**config.mk**
```make
export PLATFORM = sky130hd
export DESIGN_NAME = button_conditioner_flat
export DESIGN_NICKNAME = d
export VERILOG_FILES = /design/src/rtl/button_conditioner_if.sv /design/src/rtl/button_conditioner.sv /design/src/flat_wrapper.sv
export SDC_FILE = /design/constraint.sdc
export NUM_CORES = 1
export LEC_CHECK = 0
export CAP_MARGIN = 5
export CORE_MARGIN = 3
export CORE_UTILIZATION = 59
export CTS_CLUSTER_DIAMETER = 60
export DETAILED_ROUTE_END_ITERATION = 12
export PLACE_DENSITY = 0.9
export SKIP_CTS_REPAIR_TIMING = 1
export SYNTH_ARGS = -nofsm -noshare
export SYNTH_HDL_FRONTEND = slang
export SYNTH_SLANG_ARGS = --single-unit
export TNS_END_PERCENT = 5
```
**constraint.sdc**
```tcl
create_clock -name clock -period 2.06 [get_ports clock]
set_input_delay 0.618 -clock clock [delete_from_list [all_inputs] [get_ports clock]]
set_output_delay 0.618 -clock clock [all_outputs]
set_load 0.02 [all_outputs]
```
**src/rtl/button_conditioner_if.sv**
```systemverilog
// Button/processor signal bundle for the button conditioner.
// master drives the raw buttons and acknowledge; slave is the conditioner.
interface button_conditioner_if;
   logic       up;
   logic       down;
   logic       jump_ack;
   logic       io_jump;
   logic       jump_pulse;
   logic       duck;
   logic [7:0] jump_count;

   modport master (
      output up, down, jump_ack,
      input  io_jump, jump_pulse, duck, jump_count
   );

   modport slave (
      input  up, down, jump_ack,
      output io_jump, jump_pulse, duck, jump_count
   );
endinterface

```
**src/rtl/button_conditioner.sv**
```systemverilog
// Synchronizes and debounces the up/down buttons, then derives a latched jump request,
// a one-cycle jump strobe, a press counter and a duck level with jump priority.
module button_conditioner #(
   parameter int unsigned DEBOUNCE_CYCLES = 1000000
) (
   input logic                  clock,
   input logic                  reset,
   button_conditioner_if.slave  bus
);

   localparam logic [19:0] CntLast = 20'(DEBOUNCE_CYCLES - 1);

   typedef enum logic [1:0] {LowStable, RiseWait, HighStable, FallWait} state_e;

   // Index 0 is the up button, index 1 is the down button.
   logic [1:0]  sync1_q, sync2_q;
   state_e      state_q [2];
   state_e      state_d [2];
   logic [19:0] cnt_q [2];
   logic [19:0] cnt_d [2];
   logic [1:0]  stable, stable_d;

   logic       jump_pulse_q, jump_pulse_d;
   logic       io_jump_q, io_jump_d;
   logic       duck_q, duck_d;
   logic [7:0] jump_count_q, jump_count_d;

   always_comb begin
      for (int i = 0; i < 2; i++) begin
         state_d[i] = state_q[i];
         cnt_d[i]   = cnt_q[i];
         case (state_q[i])
            LowStable: begin
               if (sync2_q[i]) begin
                  state_d[i] = RiseWait;
                  cnt_d[i]   = 20'd1;
               end
            end
            RiseWait: begin
               if (!sync2_q[i]) begin
                  state_d[i] = LowStable;
                  cnt_d[i]   = 20'd0;
               end else if (cnt_q[i] == CntLast) begin
                  state_d[i] = HighStable;
                  cnt_d[i]   = 20'd0;
               end else begin
                  cnt_d[i] = cnt_q[i] + 20'd1;
               end
            end
            HighStable: begin
               if (!sync2_q[i]) begin
                  state_d[i] = FallWait;
                  cnt_d[i]   = 20'd1;
               end
            end
            FallWait: begin
               if (sync2_q[i]) begin
                  state_d[i] = HighStable;
                  cnt_d[i]   = 20'd0;
               end else if (cnt_q[i] == CntLast) begin
                  state_d[i] = LowStable;
                  cnt_d[i]   = 20'd0;
               end else begin
                  cnt_d[i] = cnt_q[i] + 20'd1;
               end
            end
         endcase
         stable[i]   = (state_q[i] == HighStable) || (state_q[i] == FallWait);
         stable_d[i] = (state_d[i] == HighStable) || (state_d[i] == FallWait);
      end
   end

   // The strobe looks at the next debounced level so it lands on the same edge as the flip.
   always_comb begin
      jump_pulse_d = stable_d[0] & ~stable[0];
      io_jump_d    = io_jump_q;
      if (jump_pulse_d) begin
         io_jump_d = 1'b1;
      end else if (bus.jump_ack) begin
         io_jump_d = 1'b0;
      end
      jump_count_d = jump_pulse_d ? jump_count_q + 8'd1 : jump_count_q;
      duck_d       = stable[1] & ~stable[0];
   end

   always_ff @(posedge clock) begin
      if (reset) begin
         sync1_q      <= 2'b00;
         sync2_q      <= 2'b00;
         for (int i = 0; i < 2; i++) begin
            state_q[i] <= LowStable;
            cnt_q[i]   <= 20'd0;
         end
         jump_pulse_q <= 1'b0;
         io_jump_q    <= 1'b0;
         duck_q       <= 1'b0;
         jump_count_q <= 8'd0;
      end else begin
         sync1_q      <= {bus.down, bus.up};
         sync2_q      <= sync1_q;
         for (int i = 0; i < 2; i++) begin
            state_q[i] <= state_d[i];
            cnt_q[i]   <= cnt_d[i];
         end
         jump_pulse_q <= jump_pulse_d;
         io_jump_q    <= io_jump_d;
         duck_q       <= duck_d;
         jump_count_q <= jump_count_d;
      end
   end

   assign bus.jump_pulse = jump_pulse_q;
   assign bus.io_jump    = io_jump_q;
   assign bus.duck       = duck_q;
   assign bus.jump_count = jump_count_q;

endmodule

```
**src/flat_wrapper.sv**
```systemverilog
// flat-port wrapper written by rule: the top's interface ports become plain ports
module button_conditioner_flat 
#(
   parameter int unsigned DEBOUNCE_CYCLES = 1000000
)
  (clock, reset, bus_up, bus_down, bus_jump_ack, bus_io_jump, bus_jump_pulse, bus_duck, bus_jump_count);
  button_conditioner_if bus_i ();
  input logic clock;
  input logic reset;
  input wire logic [$bits(bus_i.up)-1:0] bus_up;
  input wire logic [$bits(bus_i.down)-1:0] bus_down;
  input wire logic [$bits(bus_i.jump_ack)-1:0] bus_jump_ack;
  output wire logic [$bits(bus_i.io_jump)-1:0] bus_io_jump;
  output wire logic [$bits(bus_i.jump_pulse)-1:0] bus_jump_pulse;
  output wire logic [$bits(bus_i.duck)-1:0] bus_duck;
  output wire logic [$bits(bus_i.jump_count)-1:0] bus_jump_count;
  assign bus_i.up = bus_up;
  assign bus_i.down = bus_down;
  assign bus_i.jump_ack = bus_jump_ack;
  assign bus_io_jump = bus_i.io_jump;
  assign bus_jump_pulse = bus_i.jump_pulse;
  assign bus_duck = bus_i.duck;
  assign bus_jump_count = bus_i.jump_count;
  button_conditioner #(.DEBOUNCE_CYCLES(DEBOUNCE_CYCLES)) u_core (.clock(clock), .reset(reset), .bus(bus_i));
endmodule
```
* After elaboration in Yosys (flattened, before gate mapping)
Memory sizes are Yosys's and may differ from the RTL's.
Index checks and enable logic that the tools add are counted.
** Word-level totals
- Register bits after elaboration :: 15
- RAM bits :: 44
- Bits of input ports :: 5
- Output and inout port bits :: 11
- Word-level logic and storage cells :: 69
- Memories kept :: 2
** Operators by class
- Add/sub/neg operators :: 3
- Eq/ne operators :: 10
- Multiplexer cells :: 35
- Bitwise gates (word level) :: 7
- Reduce and logical (&&, ||, !) cells :: 6
** Memories
- u_core.cnt_q :: words 2, bits a word 20, rd ports 2, clocked after Yosys merged registers in 0, wr ports 2, line button_conditioner.sv:19 : logic [19:0] cnt_q [2];
- u_core.state_q :: words 2, bits a word 2, rd ports 2, clocked after Yosys merged registers in 0, wr ports 2, line button_conditioner.sv:17 : state_e state_q [2];
** Operators with widths (count)
- $mux 20 :: 12
- $pmux 20 s4 :: 2
- $add 20x1->20 const B :: 2
- $eq 20x20->1 const B :: 2
- $mux 2 :: 14
- $pmux 2 s4 :: 2
- $eq 2x2->1 const B :: 6
- $add 8x1->8 const B :: 1
- $mux 1 :: 5
- $eq 2x1->1 const B :: 2
- $logic_not 2->1 :: 2
- $or 1x1->1 :: 4
- $logic_or 1x1->1 :: 3
- $and 1x1->1 :: 2
- $reduce_bool 2->1 :: 1
- $not 1->1 :: 1

* Logic depth before layout (Yosys ltp)
- Word-level depth :: 8
- Gate-level depth with buffers :: 8
- Gate-level depth less buffers :: 6

* Worst setup path before layout
OpenSTA, ideal clock, no wires.
- Kind :: flip-flop to flip-flop
- Start point :: mem u_core.cnt_q[1][12], in the netlist u_core.cnt_q[0][32]
- End point :: mem u_core.cnt_q[1][12], in the netlist u_core.cnt_q[0][32]
- Library setup time :: 127 ps
- Arrival :: 1768 ps
- Required time :: 1933 ps
- Setup slack :: 165 ps
- Cell stages (with the launch flop) :: 8
- Path buffers :: 2
- Clock period less this slack :: 1895 ps
- Cell sequence :: dfxtp_1 -> or4_4 -> nor4_4 -> a211oi_1 -> buf_6 -> buf_6 -> o221ai_1 -> o41ai_1
** RTL lines (line)
- start, declared :: button_conditioner.sv:19

==> impl_results.md <==
- Proportion of netlist area held by the largest area contributor: 40.6%
- Proportion of synthesized chip area in sequential cells: a little over 40%
- Deepest clock path buffer count: 2
- Iter 0 DRT Violations: around 360
- Switching pwr: 0.484 mW
- Slew Limit Headroom: 62.3%
- R2R setup slack: 30 ps
- Final hold vios: 0
- Number of synthesized register bits: 59
- Cell area after synthesis: 0.00291 mm^2
- Tot GR Track Use: 25.2%
- DRT Wirelength: around 7300 um
- Final RePlAce weighted congestion: 0.848
- Reported leakage power: between 1 and 1.5 nW
- Max VDD drop: between 0.5 and 0.6 mV
- Count of synthesis-stage warnings from yosys: 0
- Insertion delay of the later-clocked pin in the worst-skew pair: 340 ps
- Hold wc startpoint: u_core.sync1_q[1]
- Worst Skew: 6.42 ps
- Total clock buffers created by CTS: 9
- Syn nets: 353
- Number of I/O port buffers: 15
- WS Path Type: reg2reg
- Unrepaired setup endpoints after global routing: yes
- Sinks on Clock Net: 59
- Per-instance average area after synthesis: roughly 8.4 um^2
- Endpoint of the worst register-to-register path: u_core.cnt_q[0][27]
- Most frequent cells after synthesis: dfxtp_1, nand2_1, nor2_1
- Post-DR vias/cell: about 6.2
- Proportion of layout cells with a drive suffix above 1: 16.6%
- Buffer cell driving the clock tree root: clkbuf_8
- Primary FF master, synth: dfxtp_1
- Power density relative to cell area: 620 mW/mm^2
- Largest fanout on the critical path: 12
- Detailed Place HPWL: around 4900 um
- Area of the die: 0.00581 mm^2
- Synth-to-Final Area Change: 21.5%
- Async set-reset flop share out of synthesis: 0%
- Endpoint of the worst hold path: u_core.sync2_q[1]
- # H-tree levels: 3
- Max-Cap Viols: 0
- Class of the tightest hold or removal check: reg2reg
- Post-layout minimum cycle time: around 2000 ps
- Final setup violating endpoints: 0
- Wire length of the first global-routing pass: between 10000 and 15000 um
- Most common cell in the netlist: dfxtp_1
- Layout fillers: 279
- Largest area contributor in the synthesized netlist: dfxtp_1
- Fraction of power consumed by sequential logic: 52.7%
- Pint: 1.71 mW
- Data required time of the critical path: about 2300 ps
- Core box area: 0.00456 mm^2
- Total grt overflow: 0
- Height of the die: roughly 76 um
- Unique cell type count in the Yosys netlist: 53
- Clock transition at path regs: approximately 60 ps
- Post-route core utilization: 77.5%
- Antenna violations before repair: 0
- Diodes inserted: 0
- Vias in the first global route: 2613
- Maximum number of pins on one net before global-route repair: 30
- Number of cell rows: 24
- Synthesized instance count: 345
- Die width: 76.2 um
- Final clock period utilization by the worst path: a little over nine tenths
- Status: complete, no violations
- Cell depth of the worst flop-to-flop path: 6
- Max-slew violations: 0
- Slew at the pin with the worst max-slew slack: 561 ps
- First-pass DRT Iterations: 5
- EDFF count, synth: 0
- Number of instances on the worst hold path: 1
- Final Net Count: 396
- Kind of capture point of the worst setup path: flop
- Timing-limited maximum frequency: 494 MHz
- Total power: about 2.2 mW
- Clock tree from TritonCTS: done
- Routed vias: 2848
- Effective utilization at floorplan: 63.8%
- Worst R2R Start: u_core.cnt_q[0][32]
- Post-detailed-route wirelength per cell: 16.1 um
- Top post-synthesis cells by area: dfxtp_1, nand2_1, a31oi_1, nor2_1, nand3_1
- Combinational group share of total power: 3.8%
- Sw Share: around 22%
- Final sum of negative setup slack: 0 ps
- Num ports: 16
- Number of nets with antenna violations after routing: 0
- Clock network fraction of design power: 43.5%
- Post-route DRC violation count: 0
- Data arrival at the endpoint of the critical path: 2250 ps
- Type of origin of the critical path: flop
[power by group through the flow]
stage	logic, mW	clock network [mW]	registers (mW)
finish	0.0837	0.954	1.15
global route	0.0905	1.03	1.15
CTS	0.0809	0.955	1.15
detailed placement	0.0791	0	1.18
global placement	0.0761	0	1.18
floorplan	0.0461	0	1.18
[cells by family after synthesis]
kind of cell               count (synthesis)  synth area share (%)
muxes                                      9                  3.31
AOI/OAI and AO/OA                         76                  17.2
xor gates and xnor gates                  11                  3.31
adders and majority gates                  3                  1.29
buffers and inverters                     24                  4.00
and+or+nand+nor                          163                  30.3
DFF                                       59                  40.6
[metal layers]
layer | track usage, % | vias to the layer above | routed length [um]
met5 | 0 | - | 0
met4 | 16.3 | 0 | 259
met3 | 5.20 | 29 | 476
met2 | 39.6 | 125 | 3430
met1 | 31.2 | 1341 | 3180
li1 | - | 1353 | -
[placed cells by master, fill, tap and decap left out, drive strengths merged, types with 10 or more instances in the layout]
cell type / netlist / final
a21oi: 19 / 19
a22o: 10 / 10
a31oi: 19 / 19
buf: 11 / 36
clkbuf: 8 / 13
clkdlybuf4s50: 0 / 12
dfxtp: 59 / 59
nand2: 35 / 35
nand3: 21 / 21
nand4: 13 / 13
nor2: 30 / 30
nor2b: 12 / 12
nor3: 12 / 12
[worst max-delay path by stage]
stage | startpoint | to | slack [ps] | cells after the start
3_3_place_gp | reset | u_core.cnt_q[0][39] | -40 | 6
5_1_grt | u_core.cnt_q[0][32] | u_core.cnt_q[0][27] | -60 | 6
6_report | u_core.cnt_q[0][32] | u_core.cnt_q[0][27] | 30 | 6
2_1_floorplan | u_core.cnt_q[0][32] | u_core.cnt_q[0][32] | 170 | 7
4_1_cts | u_core.bus.jump_count[0] | bus_jump_count[0] | 4 | 1
3_5_place_dp | reset | u_core.cnt_q[0][39] | -50 | 6
[registers in the layout, indices dropped and copies added (netlist names), named ones only]
| name | count |
|---|---|
| u_core.bus.io_jump | 1 |
| u_core.bus.jump_pulse | 1 |
| u_core.sync1_q | 2 |
| u_core.sync2_q | 2 |
| u_core.bus.duck | 1 |
| u_core.state_q | 3 |
| u_core.bus.jump_count | 8 |
| u_core.cnt_q | 40 |
[final cells by class]
class                   count  area (um^2)  share of cell area [%]
clock buffers              13          169                    4.78
clock inverters             2         10.0                   0.283
inverters                   5         18.8                   0.531
multi-input cells         262         1640                    46.2
flip-flops and latches     59         1180                    33.4
well taps                  65         81.3                    2.30
repair buffers             51          440                    12.5
[stage by stage]
stage	area (um^2)	hold WS [ps]	setup WS, ps	std cells
6_report	3540	456	34.2	457
5_1_grt	3540	471	-57.7	457
4_1_cts	3520	454	3.81	457
3_5_place_dp	3340	426	-53.9	442
3_3_place_gp	3340	417	-40.4	442
2_1_floorplan	2910	414	165	345
[critical path, stage by stage (launching register included)]
cell and delay (ps):
dfxtp_1 320, or4_4 540, nor4_4 330, a211oi_2 130, buf_4 190, a21o_1 160, a22o_1 230
Power figures use the tool's default switching activity.
